[src/rtl/ddr3_test_pkg.sv]
// Shared definitions for the DDR3 Avalon pattern tester: FSM encodings,
// error-counter width and the address-derived test pattern.
package ddr3_test_pkg;

   localparam int ERR_CNT_W = 16;

   localparam logic [2:0] ST_IDLE  = 3'd0;
   localparam logic [2:0] ST_WRITE = 3'd1;
   localparam logic [2:0] ST_READ  = 3'd2;
   localparam logic [2:0] ST_DRAIN = 3'd3;
   localparam logic [2:0] ST_DONE  = 3'd4;

   function automatic logic [63:0] pattern_word(input logic [31:0] addr, input logic [31:0] seed);
      logic [31:0] v;
      v = addr ^ seed;
      return {~v, v};
   endfunction

endpackage

[src/rtl/ddr3_pattern_gen.sv]
// Combinational word-address -> DATA_W test pattern ({~v, v} replicated).
module ddr3_pattern_gen
   import ddr3_test_pkg::*;
#(
   parameter int          ADDR_W = 25,
   parameter int          DATA_W = 64,
   parameter logic [31:0] SEED   = 32'hA5C3_0F1E
) (
   input  logic [ADDR_W-1:0] i_addr,
   output logic [DATA_W-1:0] o_data
);

   logic [31:0] w_addr32;

   generate
      if (ADDR_W >= 32) begin : g_trunc
         assign w_addr32 = i_addr[31:0];
      end else begin : g_zext
         assign w_addr32 = {{(32-ADDR_W){1'b0}}, i_addr};
      end
   endgenerate

   assign o_data = {(DATA_W/64){pattern_word(w_addr32, SEED)}};

endmodule

[src/rtl/ddr3_avl_pattern_tester.sv]
// Avalon-MM memory tester for the DDR3 EMIF user port: write an address-derived
// pattern to N_WORDS words, read them back in order, count mismatches.
module ddr3_avl_pattern_tester
   import ddr3_test_pkg::*;
#(
   parameter int          ADDR_W          = 25,
   parameter int          DATA_W          = 64,
   parameter int          N_WORDS         = 1024,
   parameter int          MAX_OUTSTANDING = 8,
   parameter logic [31:0] SEED            = 32'hA5C3_0F1E,
   parameter int          TIMEOUT_CYCLES  = 4096
) (
   input  logic                 i_clk,
   input  logic                 i_rst,
   input  logic                 i_init_done,
   input  logic                 i_cal_success,
   input  logic                 i_start,
   output logic [ADDR_W-1:0]    o_avm_address,
   output logic                 o_avm_write,
   output logic                 o_avm_read,
   output logic [DATA_W-1:0]    o_avm_writedata,
   output logic [DATA_W/8-1:0]  o_avm_byteenable,
   input  logic                 i_avm_waitrequest,
   input  logic [DATA_W-1:0]    i_avm_readdata,
   input  logic                 i_avm_readdatavalid,
   output logic                 o_busy,
   output logic                 o_done,
   output logic                 o_pass,
   output logic                 o_timeout,
   output logic [ERR_CNT_W-1:0] o_err_count,
   output logic [ADDR_W-1:0]    o_first_err_addr
);

   localparam int CNT_W = ADDR_W + 1;
   localparam int OST_W = $clog2(MAX_OUTSTANDING) + 1;
   localparam int TO_W  = $clog2(TIMEOUT_CYCLES + 1);
   localparam logic [CNT_W-1:0]  N_CNT     = CNT_W'(N_WORDS);
   localparam logic [ADDR_W-1:0] LAST_ADDR = ADDR_W'(N_WORDS - 1);
   localparam logic [OST_W-1:0]  MAX_OST   = OST_W'(MAX_OUTSTANDING);
   localparam logic [TO_W-1:0]   TO_LAST   = TO_W'(TIMEOUT_CYCLES - 1);

   logic [2:0]           r_state;
   logic [ADDR_W-1:0]    r_addr;
   logic                 r_write, r_read;
   logic [CNT_W-1:0]     r_iss_cnt, r_rx_cnt;
   logic [OST_W-1:0]     r_outst;
   logic [TO_W-1:0]      r_to_cnt;
   logic                 r_busy, r_done, r_timeout, r_mis;
   logic [ADDR_W-1:0]    r_mis_addr, r_first_err;
   logic [ERR_CNT_W-1:0] r_err_cnt;

   logic                 w_ready, w_rd_phase, w_wr_acc, w_rd_acc, w_rdv, w_rd_nxt, w_to_hit, w_mis;
   logic [OST_W-1:0]     w_outst_nxt;
   logic [CNT_W-1:0]     w_iss_nxt;
   logic [DATA_W-1:0]    w_wdata, w_exp;

   ddr3_pattern_gen #(.ADDR_W(ADDR_W), .DATA_W(DATA_W), .SEED(SEED)) u_wr_gen (
      .i_addr(r_addr), .o_data(w_wdata));

   // Expected data follows the return count, since returns are in order.
   ddr3_pattern_gen #(.ADDR_W(ADDR_W), .DATA_W(DATA_W), .SEED(SEED)) u_exp_gen (
      .i_addr(r_rx_cnt[ADDR_W-1:0]), .o_data(w_exp));

   assign w_ready     = i_init_done & i_cal_success;
   assign w_rd_phase  = (r_state == ST_READ) || (r_state == ST_DRAIN);
   assign w_wr_acc    = r_write & ~i_avm_waitrequest;
   assign w_rd_acc    = r_read & ~i_avm_waitrequest;
   assign w_rdv       = i_avm_readdatavalid & w_rd_phase & (r_outst != '0);
   assign w_outst_nxt = r_outst + OST_W'(w_rd_acc) - OST_W'(w_rdv);
   assign w_iss_nxt   = r_iss_cnt + CNT_W'(w_rd_acc);
   // A stalled read keeps both terms unchanged, so the request stays asserted.
   assign w_rd_nxt    = (w_outst_nxt < MAX_OST) && (w_iss_nxt < N_CNT);
   assign w_to_hit    = !w_rdv && (r_outst != '0) && (r_to_cnt == TO_LAST);
   assign w_mis       = w_rdv && (i_avm_readdata != w_exp);

   always_ff @(posedge i_clk) begin
      if (i_rst) begin
         r_state <= ST_IDLE;   r_addr <= '0;      r_write <= 1'b0;   r_read <= 1'b0;
         r_iss_cnt <= '0;      r_rx_cnt <= '0;    r_outst <= '0;     r_to_cnt <= '0;
         r_busy <= 1'b0;       r_done <= 1'b0;    r_timeout <= 1'b0; r_mis <= 1'b0;
         r_mis_addr <= '0;     r_first_err <= '0; r_err_cnt <= '0;
      end else begin
         r_mis      <= w_mis;
         r_mis_addr <= r_rx_cnt[ADDR_W-1:0];
         if (r_mis) begin
            if (r_err_cnt != '1) r_err_cnt <= r_err_cnt + 1'b1;
            if (r_err_cnt == '0) r_first_err <= r_mis_addr;
         end
         if (w_rdv) r_rx_cnt <= r_rx_cnt + 1'b1;

         case (r_state)
            ST_IDLE: begin
               if (i_start && w_ready) begin
                  r_state <= ST_WRITE;  r_write <= 1'b1;   r_addr <= '0;
                  r_iss_cnt <= '0;      r_rx_cnt <= '0;    r_outst <= '0;     r_to_cnt <= '0;
                  r_busy <= 1'b1;       r_done <= 1'b0;    r_timeout <= 1'b0;
                  r_mis <= 1'b0;        r_err_cnt <= '0;   r_first_err <= '0;
               end
            end
            ST_WRITE: begin
               if (!w_ready) begin
                  r_state <= ST_DONE; r_write <= 1'b0; r_busy <= 1'b0; r_done <= 1'b1; r_timeout <= 1'b1;
               end else if (w_wr_acc) begin
                  if (r_addr == LAST_ADDR) begin
                     r_state <= ST_READ; r_write <= 1'b0; r_read <= 1'b1; r_addr <= '0;
                  end else begin
                     r_addr <= r_addr + 1'b1;
                  end
               end
            end
            ST_READ, ST_DRAIN: begin
               if (!w_ready || w_to_hit) begin
                  r_state <= ST_DONE; r_read <= 1'b0; r_busy <= 1'b0; r_done <= 1'b1; r_timeout <= 1'b1;
               end else begin
                  r_outst   <= w_outst_nxt;
                  r_iss_cnt <= w_iss_nxt;
                  r_read    <= w_rd_nxt;
                  if (w_rd_nxt) r_addr <= w_iss_nxt[ADDR_W-1:0];
                  r_to_cnt  <= (w_rdv || r_outst == '0) ? '0 : r_to_cnt + 1'b1;
                  if (r_state == ST_READ && w_iss_nxt == N_CNT) r_state <= ST_DRAIN;
                  if (r_state == ST_DRAIN && r_rx_cnt == N_CNT) begin
                     r_state <= ST_DONE; r_busy <= 1'b0; r_done <= 1'b1;
                  end
               end
            end
            ST_DONE:  r_state <= ST_IDLE;
            default:  r_state <= ST_IDLE;
         endcase
      end
   end

   assign o_avm_address    = r_addr;
   assign o_avm_write      = r_write;
   assign o_avm_read       = r_read;
   assign o_avm_writedata  = r_write ? w_wdata : '0;
   assign o_avm_byteenable = '1;
   assign o_busy           = r_busy;
   assign o_done           = r_done;
   assign o_pass           = r_done && (r_err_cnt == '0) && !r_timeout;
   assign o_timeout        = r_timeout;
   assign o_err_count      = r_err_cnt;
   assign o_first_err_addr = r_first_err;

endmodule

[config.mk]
export PLATFORM = sky130hd
export DESIGN_NAME = ddr3_avl_pattern_tester
export DESIGN_NICKNAME = d
export VERILOG_FILES = /design/src/rtl/ddr3_test_pkg.sv /design/src/rtl/ddr3_pattern_gen.sv /design/src/rtl/ddr3_avl_pattern_tester.sv
export SDC_FILE = /design/constraint.sdc
export NUM_CORES = 1
export LEC_CHECK = 0
export ABC_CLOCK_PERIOD_IN_PS = 4850
export BUFFER_PORTS_ARGS = -buffer_cell sky130_fd_sc_hd__buf_2
export CAP_MARGIN = 20
export CORE_MARGIN = 2
export CORE_UTILIZATION = 26
export CTS_BUF_LIST = sky130_fd_sc_hd__clkbuf_16
export DETAILED_ROUTE_END_ITERATION = 12
export SETUP_SLACK_MARGIN = 0.02
export SYNTH_ARGS = -nofsm -noshare
export SYNTH_HDL_FRONTEND = slang
export SYNTH_SLANG_ARGS = --single-unit
[constraint.sdc]
create_clock -name i_clk -period 4.85 [get_ports i_clk]
set_input_delay 0.2425 -clock i_clk [delete_from_list [all_inputs] [get_ports i_clk]]
set_output_delay 0.2425 -clock i_clk [all_outputs]
set_load 0.005 [all_outputs]
==> out/metrics.yaml, run 1 <==
job:
  maxCapViolCount: 0
min_path:
  worstHoldStart: "i_avm_readdatavalid"
  holdPathStages: 4
  hold_end: "r_to_cnt[7]"
  hold_class: "primary input to flip-flop"
setup_path:
  critPathMaxFanout: 22
  critPathBufInv: 2
  reg2reg_depth: 14
  crit_family: "compound AO/OA/AOI/OAI gates"
  cp-start-kind: "flip-flop"
  cp.depth: 14
  crit_required_ps: 5170
  endpoint_kind: "flip-flop"
  worstReg2RegEnd: "o_avm_address[23]"
  reg2reg_slack_ps: 760
  crit_slowest_cell: "or4b_1"
  path_cells: "nand3b_1 > nor2_1 > buf_4 > ha_1 > inv_1 > ha_1 > a21o_1 > a21oi_1 > xnor2_1 > and4_1 > or4b_1 > o21a_1 > o31a_1 > o21a_1"
  cp.arrival_ps: 4410
  crit_path_max_incr_delay_ps: 540
  path_class: "flip-flop to flip-flop"
  reg2reg_from: "r_state[1]"
power:
  powerDensity_mw_per_mm2: 257
  ir_drop_uv: 250
  power_mw: 2.96
  leakage_nw: 4.73
global_route:
  grt_pass1_vias: 8614
  grt_usage: 0.148
  antenna_found_initial: 2
  grt_overflow: 0
  grt_pass1_wl_um: 46200
  grt_max_degree: 78
cts:
  cts.repair.resized: 0
  cts_max_level: 4
  numCtsBuffers: 17
  clk_pin_slew_worst_paths_ps: 70
  cts_root_buf: "clkbuf_16"
  clkSinkCount: 169
  post_cts_buffers: 0
  insertion_delay_ps: 430
  clockBufferDepth: 2
  hold_buffers: 0
  cts_tree: "built"
logic_synthesis:
  ys.flop_type: "dfxtp_1"
  ys_ff_latch: 169
  synth-async-reset-ratio: 0
  syn_area_mm2: 0.00972
  yosysUniqueCellTypes: 81
  syn_avg_cell_area_um2: 7.87
  synth_enable_flop_cells: 0
  ys_warn_count: 0
  syn_inst: 1235
  ys_seq_area_frac: 0.348
final_layout:
  drive_gt1_frac: 0.195
  area_growth_pct: 18.3
  layout.cells.non_filler: 1849
  nNetsFinal: 1452
detailed_routing:
  routed_wirelength_um: 29500
  routedWlPerCell_um: 15.9
  ant_nets: 0
  drc: 0
  vias: 9224
  drtIter0Drc: 498
  routed_via_density: 4.99
  firstDrtPassIters: 5
place:
  routabilityCongestion: 0.874
  placed_cells: 1815
  numPortBuffers: 199
  hpwl_um: 21400
timing:
  skew_ps: 15.3
  fmax_mhz: 245
  finalHoldViolCount: 0
  finalCriticalPeriod_ps: 4090
  maxSlewHeadroom: 0.354
  finalSetupViolCount: 0
  drv_slew: 0
  tightestPinTransition_ps: 968
  rsz0062_at_grt: "no"
  finalSetupTns_ps: 0
  period_share: 0.843
floorplan:
  core_mm2: 0.0367
  die_height_um: 197
  die_w_um: 197
  die-area_mm2: 0.0389
  rows: 70
  start_util: 0.265
  io_pins: 215
outcome:
  status: "completed"
## per-layer routing
| layer | up-vias | GRT usage | part of all wire |
|---|---|---|---|
| met5 | - | 0 | 0.00041 |
| met4 | 2 | 0.0551 | 0.025 |
| met3 | 50 | 0.0251 | 0.050 |
| met2 | 265 | 0.253 | 0.49 |
| met1 | 4342 | 0.185 | 0.44 |
| li1 | 4565 | - | - |
## worst min-delay path: cells and delay by family
family                 cells  cell delay (ps)
AO/OA/AOI/OAI              1               60
AND/OR/NAND/NOR            2              170
buffers and inverters      1              120
## registers in the layout, indices dropped and copies added (netlist names)
| register | count |
|---|---|
| o_avm_address | 25 |
| o_avm_read | 1 |
| o_avm_write | 1 |
| o_busy | 1 |
| o_done | 1 |
| o_err_count | 16 |
| o_first_err_addr | 25 |
| o_timeout | 1 |
| r_iss_cnt | 26 |
| r_mis | 1 |
| r_mis_addr | 25 |
| r_outst | 4 |
| r_rx_cnt | 26 |
| r_state | 3 |
| r_to_cnt | 13 |
## synth_stat cells (12+ instances only)
cell type	count	area, um2
dfxtp_1	169	3380
nor2_1	157	589
nand2_1	98	368
a21oi_1	65	325
clkbuf_1	62	233
nor2b_1	50	313
o21ai_0	48	240
nand3_1	46	230
xor2_1	43	377
nand4_1	41	257
xnor2_1	40	350
and2_1	31	194
inv_1	31	116
nor3_1	30	150
buf_4	28	210
mux2i_1	28	280
nor4_1	28	175
a31oi_1	18	113
and3_1	16	100
or3_1	15	93.8
ha_1	13	163
buf_2	12	60.1
nand3b_1	12	90.1
## report_power, final
part	total, mW	internal (mW)	switching (mW)
registers	1.40	1.39	0.00851
clock network	1.36	0.730	0.632
logic	0.197	0.0735	0.123
## cell usage in the layout, fill, tap and decap left out, types with 6 or more instances in the layout
master     count
buf_2        199
mux2i_1       28
and4_1         7
o311ai_1       6
inv_1         32
nor3_1        30
nor3b_1        7
ha_1          13
nor2b_1       50
a21oi_1       65
a31oi_1       18
conb_1        15
xor2_1        43
clkbuf_16     17
buf_4         12
nand2b_1       8
or3_1         15
nand3_1       46
xnor2_1       40
dfxtp_1      169
and3_1        16
nand2_1       97
o21ai_0       48
nor4_1        28
nor2_1       157
nand4_1       41
and2_1        31
nand3b_1      12
o31ai_1       10
## final cells by class
cell class | instances | area, um2
Tap cell | 468 | 586
Sequential cell | 169 | 3380
Clock buffer | 17 | 425
Multi-Input combinational cell | 934 | 5710
Antenna cell | 1 | 2.50
Timing Repair Buffer | 212 | 1100
Fill cell | 3847 | 25200
Clock inverter | 15 | 163
Inverter | 33 | 124
## how the worst max path moves through the flow
stage	startpoint	to	slack (ps)
after CTS	r_outst[2]	o_avm_address[23]	760
after global placement	r_outst[2]	o_avm_address[23]	820
after detailed placement	r_outst[2]	o_avm_address[23]	780
after floorplan	r_outst[2]	o_avm_address[19]	1310
final	r_state[1]	o_avm_address[23]	760
after global routing	r_state[1]	o_avm_address[14]	460
## through the flow
stage               instance area [um2]   util  setup WS (ps)  hold slack [ps]
floorplan                          9770      -           1310              437
global placement                  10900  0.297            822              443
detailed placement                10900  0.297            779              448
CTS                               11500  0.313            758              181
global route                      11500  0.313            460              229
finish                            11500  0.313            763              207
## kinds of logic (layout without fill, tap and decap cells)
group,count (synthesis),count (layout),share of synthesized area
other,2,16,0.000773
xor gates and xnor gates,83,83,0.0748
adders and majority gates,14,14,0.0188
and+or+nand+nor,583,583,0.316
muxes,30,30,0.0312
AOI/OAI and AO/OA,209,209,0.140
DFF,169,169,0.348
buffers and inverters,145,277,0.0707
Note: power is estimated with default switching activity, not from simulation.
==> inputs of run 2 (changes only) <==
- ABC_AREA: not set -> 1
- ABC_CLOCK_PERIOD_IN_PS: 4850 -> 3800
- clock period: 4.85 -> 3.8 ns (I/O delays scaled with it)
==> run 2 against run 1 <==
Net effect: sequential share of layout area fell by 1.3 points; clock power increased by 26%; flip-flop and latch count unchanged; hold slack worse by 44 ps; maximum frequency rose by 24%; clock skew decreased by 0.96 ps; critical endpoint unchanged; largest power group unchanged; highest routed layer is now met4.
==> out/metrics.yaml, run 2 <==
global_route:
  grt_pass1_vias: 9588  # +11%
  grt_pass1_wl_um: 49400  # +7.0%
  grt_usage: 0.149  # +0.00119
  grt_overflow: 0  # unchanged
  antenna_found_initial: 2  # unchanged
  grt_max_degree: 64  # -18%
place:
  routabilityCongestion: 0.885  # +1.3%
  dpl-instance-area_mm2: 0.0114  # +5.0%
  place_ws_ps: 298  # -481 ps
  hpwl_um: 22600  # +5.8%
  numPortBuffers: 199  # unchanged
  placed_cells: 2216  # +22%
power:
  powerDensity_mw_per_mm2: 441  # +71%
  ir_drop_uv: 280  # +12%
  leakage_nw: 5.46  # +15%
  power_mw: 5.29  # +79%
final_layout:
  nNetsFinal: 1802  # +24%
  mostFrequentLayoutCell: "nand2_1"
  drive_gt1_frac: 0.160  # -0.0348
  layout.cells.non_filler: 2249  # +22%
  final_area_mm2: 0.0120  # +4.5%
  fillers: 4201  # +9.2%
  final_core_util: 0.312  # -0.000908
  area_growth_pct: 19.1
  reg_top3: "r_iss_cnt (26), r_rx_cnt (26)"
  most-common-layout-cells: "nand2_1 (343), nor2_1 (268), inv_1 (204), buf_2 (199), dfxtp_1 (169)"
setup_path:
  endpoint_kind: "flip-flop"
  reg2reg_slack_ps: 490  # -270 ps
  path_class: "flip-flop to flip-flop"
  cp.arrival_ps: 3640  # -770 ps
  cp-start-kind: "flip-flop"
  critPathMaxFanout: 33  # +50%
  reg2reg_from: "r_state[2]"
  crit_required_ps: 4130  # -1040 ps
  worstReg2RegEnd: "o_avm_address[23]"
  reg2reg_depth: 20  # +6
cts:
  numCtsBuffers: 17  # unchanged
  cts_root_buf: "clkbuf_16"
  clockBufferDepth: 2  # unchanged
  hold_buffers: 0  # unchanged
  insertion_delay_ps: 440  # about the same
  cts.repair.resized: 0  # unchanged
  post_cts_buffers: 0  # unchanged
  clkSinkCount: 169  # unchanged
  cts_tree: "built"
  cts_max_level: 4  # unchanged
  clk_pin_slew_worst_paths_ps: 70  # about the same
logic_synthesis:
  syn_area_mm2: 0.0101  # +3.8%
  synth-async-reset-ratio: 0  # unchanged
  synthTopCellsByArea: "dfxtp_1 (34%), nand2_1 (13%), nor2_1 (10%), inv_1 (7.6%), xor2_1 (5.0%)"
  synth_commonest_cells: "nand2_1 (344), nor2_1 (268), inv_1 (203), dfxtp_1 (169), nand3_1 (90)"
  ys_ff_latch: 169  # unchanged
  ys_seq_area_frac: 0.335  # -0.0127
  syn_inst: 1564  # +27%
  yosysMostFrequentCell: "nand2_1"
  syn_avg_cell_area_um2: 6.45  # -18%
  synth_top_area_share: 0.335  # -0.0127
  netlist.top_cell.by_area: "dfxtp_1"
  ys_warn_count: 0  # unchanged
  synth_enable_flop_cells: 0  # unchanged
  yosysUniqueCellTypes: 44  # -46%
  ys.flop_type: "dfxtp_1"
timing:
  skew_ps: 14.3  # -0.959 ps
  finalCriticalPeriod_ps: 3310  # -781 ps
  tightestPinTransition_ps: 899  # -69.4 ps
  maxSlewHeadroom: 0.401  # +0.0462
  finalSetupViolCount: 0  # unchanged
  rsz0062_at_grt: "no"
  fin_hold_ws_ps: 163  # -44.4 ps
  fmax_mhz: 302  # +24%
  finalSetupTns_ps: 0  # unchanged
  drv_slew: 0  # unchanged
  worst_slack_ps: 494  # -269 ps
  finalHoldViolCount: 0  # unchanged
  period_share: 0.870  # +0.0274
job:
  maxCapViolCount: 0  # unchanged
detailed_routing:
  ant_nets: 0  # unchanged
  drtIter0Drc: 668  # +34%
  routed_wirelength_um: 30000  # +1.7%
  routedWlPerCell_um: 13.3  # -16%
  drc: 0  # unchanged
  vias: 10200  # +10%
  firstDrtPassIters: 5  # unchanged
  routed_via_density: 4.52  # -9.4%
floorplan:
  io_pins: 215  # unchanged
  die_height_um: 201  # +1.8%
  die_w_um: 201  # +1.8%
  rows: 72  # +2.9%
  die-area_mm2: 0.0404  # +3.7%
  core_mm2: 0.0385  # +4.8%
  start_util: 0.262  # -0.00262
min_path:
  worstHoldStart: "i_avm_readdatavalid"
  hold_class: "primary input to flip-flop"
  hold_end: "r_rx_cnt[1]"
  holdPathStages: 3  # -1
outcome:
  status: "completed"
run 2: cell types whose count changed in the layout (fill, tap and decap cells not counted), moves of 14 or more:
cell	change
nor2_1	+111
or3_1	-15
a31oi_1	-16
nor2b_1	-50
nand3_1	+43
and2_1	-31
xor2_1	+14
o21ai_0	-24
mux2i_1	-28
a211oi_1	+29
and3_1	-15
inv_1	+172
nand2_1	+246
run 2: worst max path at each step:
| stage | from | endpoint | slack [ps] | cells after the start |
|---|---|---|---|---|
| finish | r_state[2] | o_avm_address[23] | 490 | 20 |
| global route | r_state[2] | o_avm_address[12] | 110 | 21 |
| CTS | r_state[2] | o_avm_address[19] | 280 | 20 |
| detailed placement | r_state[2] | o_avm_address[19] | 300 | 20 |
| global placement | r_state[2] | o_avm_address[0] | 460 | 20 |
| floorplan | r_state[2] | o_avm_address[2] | 1300 | 21 |
run 2: cells by family (layout without fill, tap and decap cells):
| kind of cell | after synthesis | in the layout | synth area share |
|---|---|---|---|
| buf+inv | 301 | 454 | 0.124 |
| fa+ha+maj | 14 | 14 | 0.0181 |
| flops | 169 | 169 | 0.335 |
| xor+xnor | 86 | 86 | 0.0747 |
| simple gates | 842 | 842 | 0.361 |
| compound gates | 150 | 150 | 0.0861 |
| other cells | 2 | 16 | 0.000745 |
run 2: power by group:
group | switching, mW | internal, mW | leakage (nW)
registers | 0.230 | 1.89 | 1.37
clock network | 0.846 | 0.876 | 0.285
logic | 0.902 | 0.550 | 3.81
run 2: area by class of cell:
class	instances	area, um2	area share
antenna	1	2.50	0.000208
clock buffer	17	425	0.0354
clock inverter	15	153	0.0127
inverter	208	781	0.0650
multi-input combinational	1107	5510	0.459
sequential	169	3380	0.282
tap	518	648	0.0539
timing repair buffer	214	1110	0.0923
run 2: worst max-delay path: stages, from the launching register on:
cell and delay [ps]:
dfxtp_1 400, inv_1 70, nand2_2 290, inv_2 70
nand3_2 180, inv_1 140, ha_1 290, inv_1 40
ha_1 190, nand3_1 110, nand3_1 100, nand2_1 100
nand3_1 70, nor2_1 110, nand2_1 70, nor2_1 80
nand3_1 120, nand2_4 310, nand2_2 230, nor2_1 170
nor2_1 60
run 2: metal layers:
layer	global-route usage	vias to the layer above	wire, um
met5	0	-	0
met4	0.0407	0	551
met3	0.0278	33	1530
met2	0.250	285	14000
met1	0.195	4639	13800
li1	-	5206	-
